## src/rtl/mem_arbiter.sv

```systemverilog
// Round-robin arbiter with burst lock, sharing one 4-bank RAM group between three requesters.
// Optional lock watchdog and lock_err output are built when MEM_ARB_TIMEOUT_EN is defined.
module mem_arbiter #(
    parameter int ADDR_W = 14,
    parameter int RD_LAT = 2
) (
    input  logic              clk,
    input  logic              reset,
    input  logic              req0,
    input  logic              req1,
    input  logic              req2,
    input  logic              lock0,
    input  logic              lock1,
    input  logic              lock2,
    input  logic [ADDR_W-1:0] addr0,
    input  logic [ADDR_W-1:0] addr1,
    input  logic [ADDR_W-1:0] addr2,
    input  logic [31:0]       wdata0,
    input  logic [31:0]       wdata1,
    input  logic [31:0]       wdata2,
    input  logic [3:0]        we0,
    input  logic [3:0]        we1,
    input  logic [3:0]        we2,
    output logic [2:0]        gnt,
    output logic [ADDR_W-1:0] ram_addr,
    output logic [31:0]       ram_data,
    output logic [3:0]        ram_we,
    input  logic [31:0]       ram_q,
    output logic [31:0]       rdata,
    output logic [2:0]        rvalid,
`ifdef MEM_ARB_TIMEOUT_EN
    output logic              lock_err,
`endif
    output logic [1:0]        fsm_state
);

    // Handshake: a beat is any cycle with gnt[i] and req_i both high; gnt is registered,
    // the RAM port follows gnt combinationally, and read data returns RD_LAT cycles after its beat.
    typedef enum logic [1:0] {IDLE = 2'd0, GRANT = 2'd1, LOCKED = 2'd2} state_t;

    state_t      state, state_n;
    logic [2:0]  gnt_n;
    logic [2:0]  req_v, lock_v, own, tag;
    logic [1:0]  last_owner, last_n;
    logic        hold, timeout;
    logic [2:0]  sr [RD_LAT];

    assign req_v     = {req2, req1, req0};
    assign lock_v    = {lock2, lock1, lock0};
    assign own       = gnt & req_v;
    assign fsm_state = state;
    assign rdata     = ram_q;
    assign rvalid    = sr[RD_LAT-1];

    function automatic logic [2:0] rr_pick(input logic [2:0] r, input logic [1:0] last);
        logic [2:0] pick;
        pick = 3'b000;
        case (last)
            2'd0: if (r[1]) pick = 3'b010; else if (r[2]) pick = 3'b100; else if (r[0]) pick = 3'b001;
            2'd1: if (r[2]) pick = 3'b100; else if (r[0]) pick = 3'b001; else if (r[1]) pick = 3'b010;
            default: if (r[0]) pick = 3'b001; else if (r[1]) pick = 3'b010; else if (r[2]) pick = 3'b100;
        endcase
        return pick;
    endfunction

`ifdef MEM_ARB_TIMEOUT_EN
    logic [7:0] wd;
    // wd counts completed LOCKED cycles, so 254 marks the 255th one.
    assign timeout = (state == LOCKED) && (wd == 8'd254);

    always_ff @(posedge clk or posedge reset) begin
        if (reset) begin
            wd       <= 8'd0;
            lock_err <= 1'b0;
        end else begin
            wd <= (state == LOCKED && state_n == LOCKED) ? wd + 8'd1 : 8'd0;
            if (timeout) lock_err <= 1'b1;
        end
    end
`else
    assign timeout = 1'b0;
`endif

    always_comb begin
        state_n = state;
        gnt_n   = gnt;
        last_n  = last_owner;
        hold    = (|(own & lock_v)) && !timeout;
        case (state)
            IDLE: begin
                if (|req_v) begin
                    gnt_n   = rr_pick(req_v, last_owner);
                    state_n = GRANT;
                end
            end
            GRANT, LOCKED: begin
                if (hold) begin
                    state_n = LOCKED;
                end else if (|req_v) begin
                    gnt_n   = rr_pick(req_v, last_owner);
                    state_n = GRANT;
                end else begin
                    gnt_n   = 3'b000;
                    state_n = IDLE;
                end
            end
            default: begin
                gnt_n   = 3'b000;
                state_n = IDLE;
            end
        endcase
        if (gnt_n != 3'b000 && gnt_n != gnt)
            last_n = gnt_n[2] ? 2'd2 : (gnt_n[1] ? 2'd1 : 2'd0);
    end

    always_ff @(posedge clk or posedge reset) begin
        if (reset) begin
            state      <= IDLE;
            gnt        <= 3'b000;
            last_owner <= 2'd2;
        end else begin
            state      <= state_n;
            gnt        <= gnt_n;
            last_owner <= last_n;
        end
    end

    // Write enables are gated by req so a released grant never writes.
    always_comb begin
        ram_addr = '0;
        ram_data = '0;
        ram_we   = 4'b0000;
        if (gnt[0]) begin
            ram_addr = addr0;
            ram_data = wdata0;
            ram_we   = req0 ? we0 : 4'b0000;
        end else if (gnt[1]) begin
            ram_addr = addr1;
            ram_data = wdata1;
            ram_we   = req1 ? we1 : 4'b0000;
        end else if (gnt[2]) begin
            ram_addr = addr2;
            ram_data = wdata2;
            ram_we   = req2 ? we2 : 4'b0000;
        end
    end

    assign tag = (ram_we == 4'b0000) ? own : 3'b000;

    always_ff @(posedge clk or posedge reset) begin
        if (reset) begin
            for (int k = 0; k < RD_LAT; k++) sr[k] <= 3'b000;
        end else begin
            sr[0] <= tag;
            for (int k = 1; k < RD_LAT; k++) sr[k] <= sr[k-1];
        end
    end

endmodule

```

## config.mk

```make
export PLATFORM = sky130hd
export DESIGN_NAME = mem_arbiter
export DESIGN_NICKNAME = d
export VERILOG_FILES = /design/src/rtl/mem_arbiter.sv
export SDC_FILE = /design/constraint.sdc
export NUM_CORES = 1
export LEC_CHECK = 0
export ABC_AREA = 1
export BUFFER_PORTS_ARGS = -buffer_cell sky130_fd_sc_hd__buf_2
export CORE_AREA = 2 2 110 112
export CTS_CLUSTER_SIZE = 12
export DETAILED_ROUTE_END_ITERATION = 6
export DIE_AREA = 0 0 112 114
export GPL_TIMING_DRIVEN = 1
export PLACE_DENSITY = 0.6
export REMOVE_ABC_BUFFERS = 1
export SLEW_MARGIN = 0
export SYNTH_ARGS = -nofsm -noshare
export SYNTH_HDL_FRONTEND = slang
export SYNTH_SLANG_ARGS = --single-unit
export TNS_END_PERCENT = 1
```

## constraint.sdc

```tcl
create_clock -name clk -period 2.35 [get_ports clk]
set_clock_uncertainty 0.05 [all_clocks]
set_input_delay 0 -clock clk [delete_from_list [all_inputs] [get_ports clk]]
set_output_delay 0 -clock clk [all_outputs]
set_load 0.005 [all_outputs]
```

==> run summary <==
Status -> completed
Crit path buffers/inverters -> 3
Clock-pin slew on the worst setup and hold paths -> 0.04 ns
RSZ-0062 raised after global routing -> false
Vias post-DR -> 2858
DRT antenna net count -> 0
Average vias per placed instance -> 4.38
Overflow after GRT -> 0
Slew headroom -> 68.8%
Clock Tree Root -> clkbuf_16
Met2 WL -> 4330 um
PwrDens -> 873 nW/um2
Tcrit/Tclk final -> 74.6%
WL final -> 9760 um
Routability cong. -> 0.813
Worst R2R Setup Slack -> 0.62 ns
Post-synth cell types -> 24
Post-route setup TNS -> 0 ns
Cell-internal power -> 1.47 mW
Gr usage total -> 13.9%
Die H -> 114 um
Design Area, Final -> 3300 um2
Combinational share of power -> 76.1%
Share of cells above drive strength 1 -> 49.1%
Cell Chain, Critical Path -> inv_1 -> nor2_4 -> buf_12 -> a22oi_1 -> o21ai_0 -> buf_2
Drt pass-1 iters -> 4
Critical Path Start Type -> flop
Final Setup Violations -> 0
Setup crit end -> ram_data[8]
CP peak stage delay -> 0.41 ns
Clock period minus worst slack -> 1.75 ns
Pleak -> 1.72 nW
Worst-Margin Slew -> 0.467 ns
IO Count -> 280
Starting DRT DRC Count -> 141
Post-Syn Instances -> 305
DR top layer -> met5
Clock power frac -> 10.8%
First-pass GRT wire length -> 14000 um
Seq/Total Area, Yosys -> 16.9%
HP Class -> in2reg
RR Endpoint -> last_owner[0]
Clk_lat worst skew -> 0.24 ns
Most common cell after layout, fill and taps aside -> buf_2
Yosys Warn Count -> 0
CTS resizes -> 0
Starting Density -> 16.5%
Sw frac -> 49.0%
Worst Reg2Reg Path Length in Cells -> 13
Vias in the first global route -> 2638
Reg2reg start -> fsm_state[1]
Fmax -> 570 MHz
IO buf count -> 215
Critical path required time -> 2.30 ns
Sink Count -> 13
Post-CTS Setup Inserts -> 0
Post-Place Cell Area -> 2890 um2
FP Rows -> 40
Commonest non-fill, non-tap cells in the layout -> buf_2 (215), nand2_1 (70), o21ai_0 (48)
Worst path depth -> 6
CP Capture Type -> output pin
Flops & latches, synth -> 13
Max VDD drop -> 0.000354 V
Fill cells -> 1330
Worst Setup Path Type -> reg2out
WP data arrival -> 1.70 ns
Critical path's slowest cell -> dfrtp_1
Die width -> 112 um
Area share of the largest cell type after synthesis -> 17.8%
Met3 wire length -> 723 um
HPWL after DPL -> 7510 um
Drt wl/cell -> 15.0 um
Largest net degree at the start of global routing -> 47
Crit Path Max Fanout -> 46
H-tree depth -> 1
Area delta synth->final -> 70.4%
Cts bufs inserted -> 3
Die area -> 12800 um2
Max_cap viols -> 0
Hold Fails Final Rpt -> 0
P_sw -> 1.41 mW
Synth area leaders -> a22oi_1 (18%), dfrtp_1 (16%), buf_4 (14%)
DRC Markers -> 0
Post-Synthesis Cell Area -> 1940 um2
CP top delay family -> buffers and inverters
Nets -> 698
Initial antenna violation count -> 1
Core area -> 11700 um2
Critical Path Source -> gnt[2]
Clk buf depth -> 2
Slew Limit Fails -> 0
Post-Synthesis Mean Instance Area -> 6.35 um2
Area leader, netlist -> a22oi_1
Share of power burned in registers -> 13.0%
DRT met1 WL -> 4570 um
TritonCTS clock tree -> done
worst min-delay path by stage:
| stage | start | endpoint | slack, ns | cells past startpoint |
|---|---|---|---|---|
| after floorplan | reset | fsm_state[0] | -0.17 | 1 |
| after global placement | ram_q[12] | rdata[12] | -0.05 | 0 |
| after detailed placement | ram_q[12] | rdata[12] | -0.05 | 0 |
| after CTS | req1 | sr[4] | 0.03 | 3 |
| after global routing | req1 | sr[4] | 0.04 | 3 |
| final | req1 | sr[4] | 0.03 | 3 |
final cells by class:
class	instances	area [um2]	area share, %
diodes	1	2.50	0.0758
inverters	15	57.6	1.74
well taps	147	184	5.57
multi-input cells	219	1180	35.9
clock buffers	4	78.8	2.39
repair buffers	254	1460	44.4
flip-flops and latches	13	329	9.97
worst min-delay path, delay by kind of cell:
family / cells / cell delay, ns
buf+inv: 1 / 0.17
simple gates: 2 / 0.12
metal layers:
metal	vias up	GRT usage (%)
li1	1429	-
met1	1259	20.5
met2	152	20.8
met3	16	3.08
met4	2	3.17
met5	-	0
cells by family after synthesis:
| logic type | synth area share [%] |
|---|---|
| buffers and inverters | 22.4 |
| AO/OA/AOI/OAI | 33.8 |
| adder cells (fa/ha/maj) | 1.29 |
| AND/OR/NAND/NOR | 25.7 |
| flip-flops | 16.9 |
what timing repair did:
action	CTS	global route
setup endpoints to repair	0	0
hold buffers	33	0
endpoints found under the hold margin	44	0
power groups by stage:
stage	clock [mW]	sequential, mW	combinational [mW]
3_3_place_gp	0	0.379	2.16
2_1_floorplan	0	0.551	1.00
4_1_cts	0.325	0.378	2.22
5_1_grt	0.339	0.388	2.48
6_report	0.312	0.376	2.19
3_5_place_dp	0	0.381	2.14
state kept, by name, summed over array words and instances (netlist names):
register	cells
fsm_state	2
gnt	3
last_owner	2
sr	3
rvalid	3
through the flow:
stage,utilization [%],worst slack (ns),hold slack [ns],total power [mW],instances
after floorplan,-,-1.12,-0.174,1.55,247
after global placement,24.7,0.661,-0.0500,2.54,615
after detailed placement,24.7,0.641,-0.0500,2.53,615
after CTS,28.2,0.494,0.0299,2.92,652
after global routing,28.2,0.398,0.0435,3.20,652
final,28.2,0.596,0.0343,2.88,653
synthesized netlist by cell type, drive strengths merged:
cell,n
nor3,3
nor2,9
a22oi,46
clkinv,1
nand2,80
a21oi,4
o21ai,48
nand3,20
inv,14
nand4,1
o22ai,1
ha,2
dfrtp,12
dfstp,1
buf,44
a31o,4
clkbuf,14
o21a,1
No activity file was read; power rests on OpenSTA's default activity.
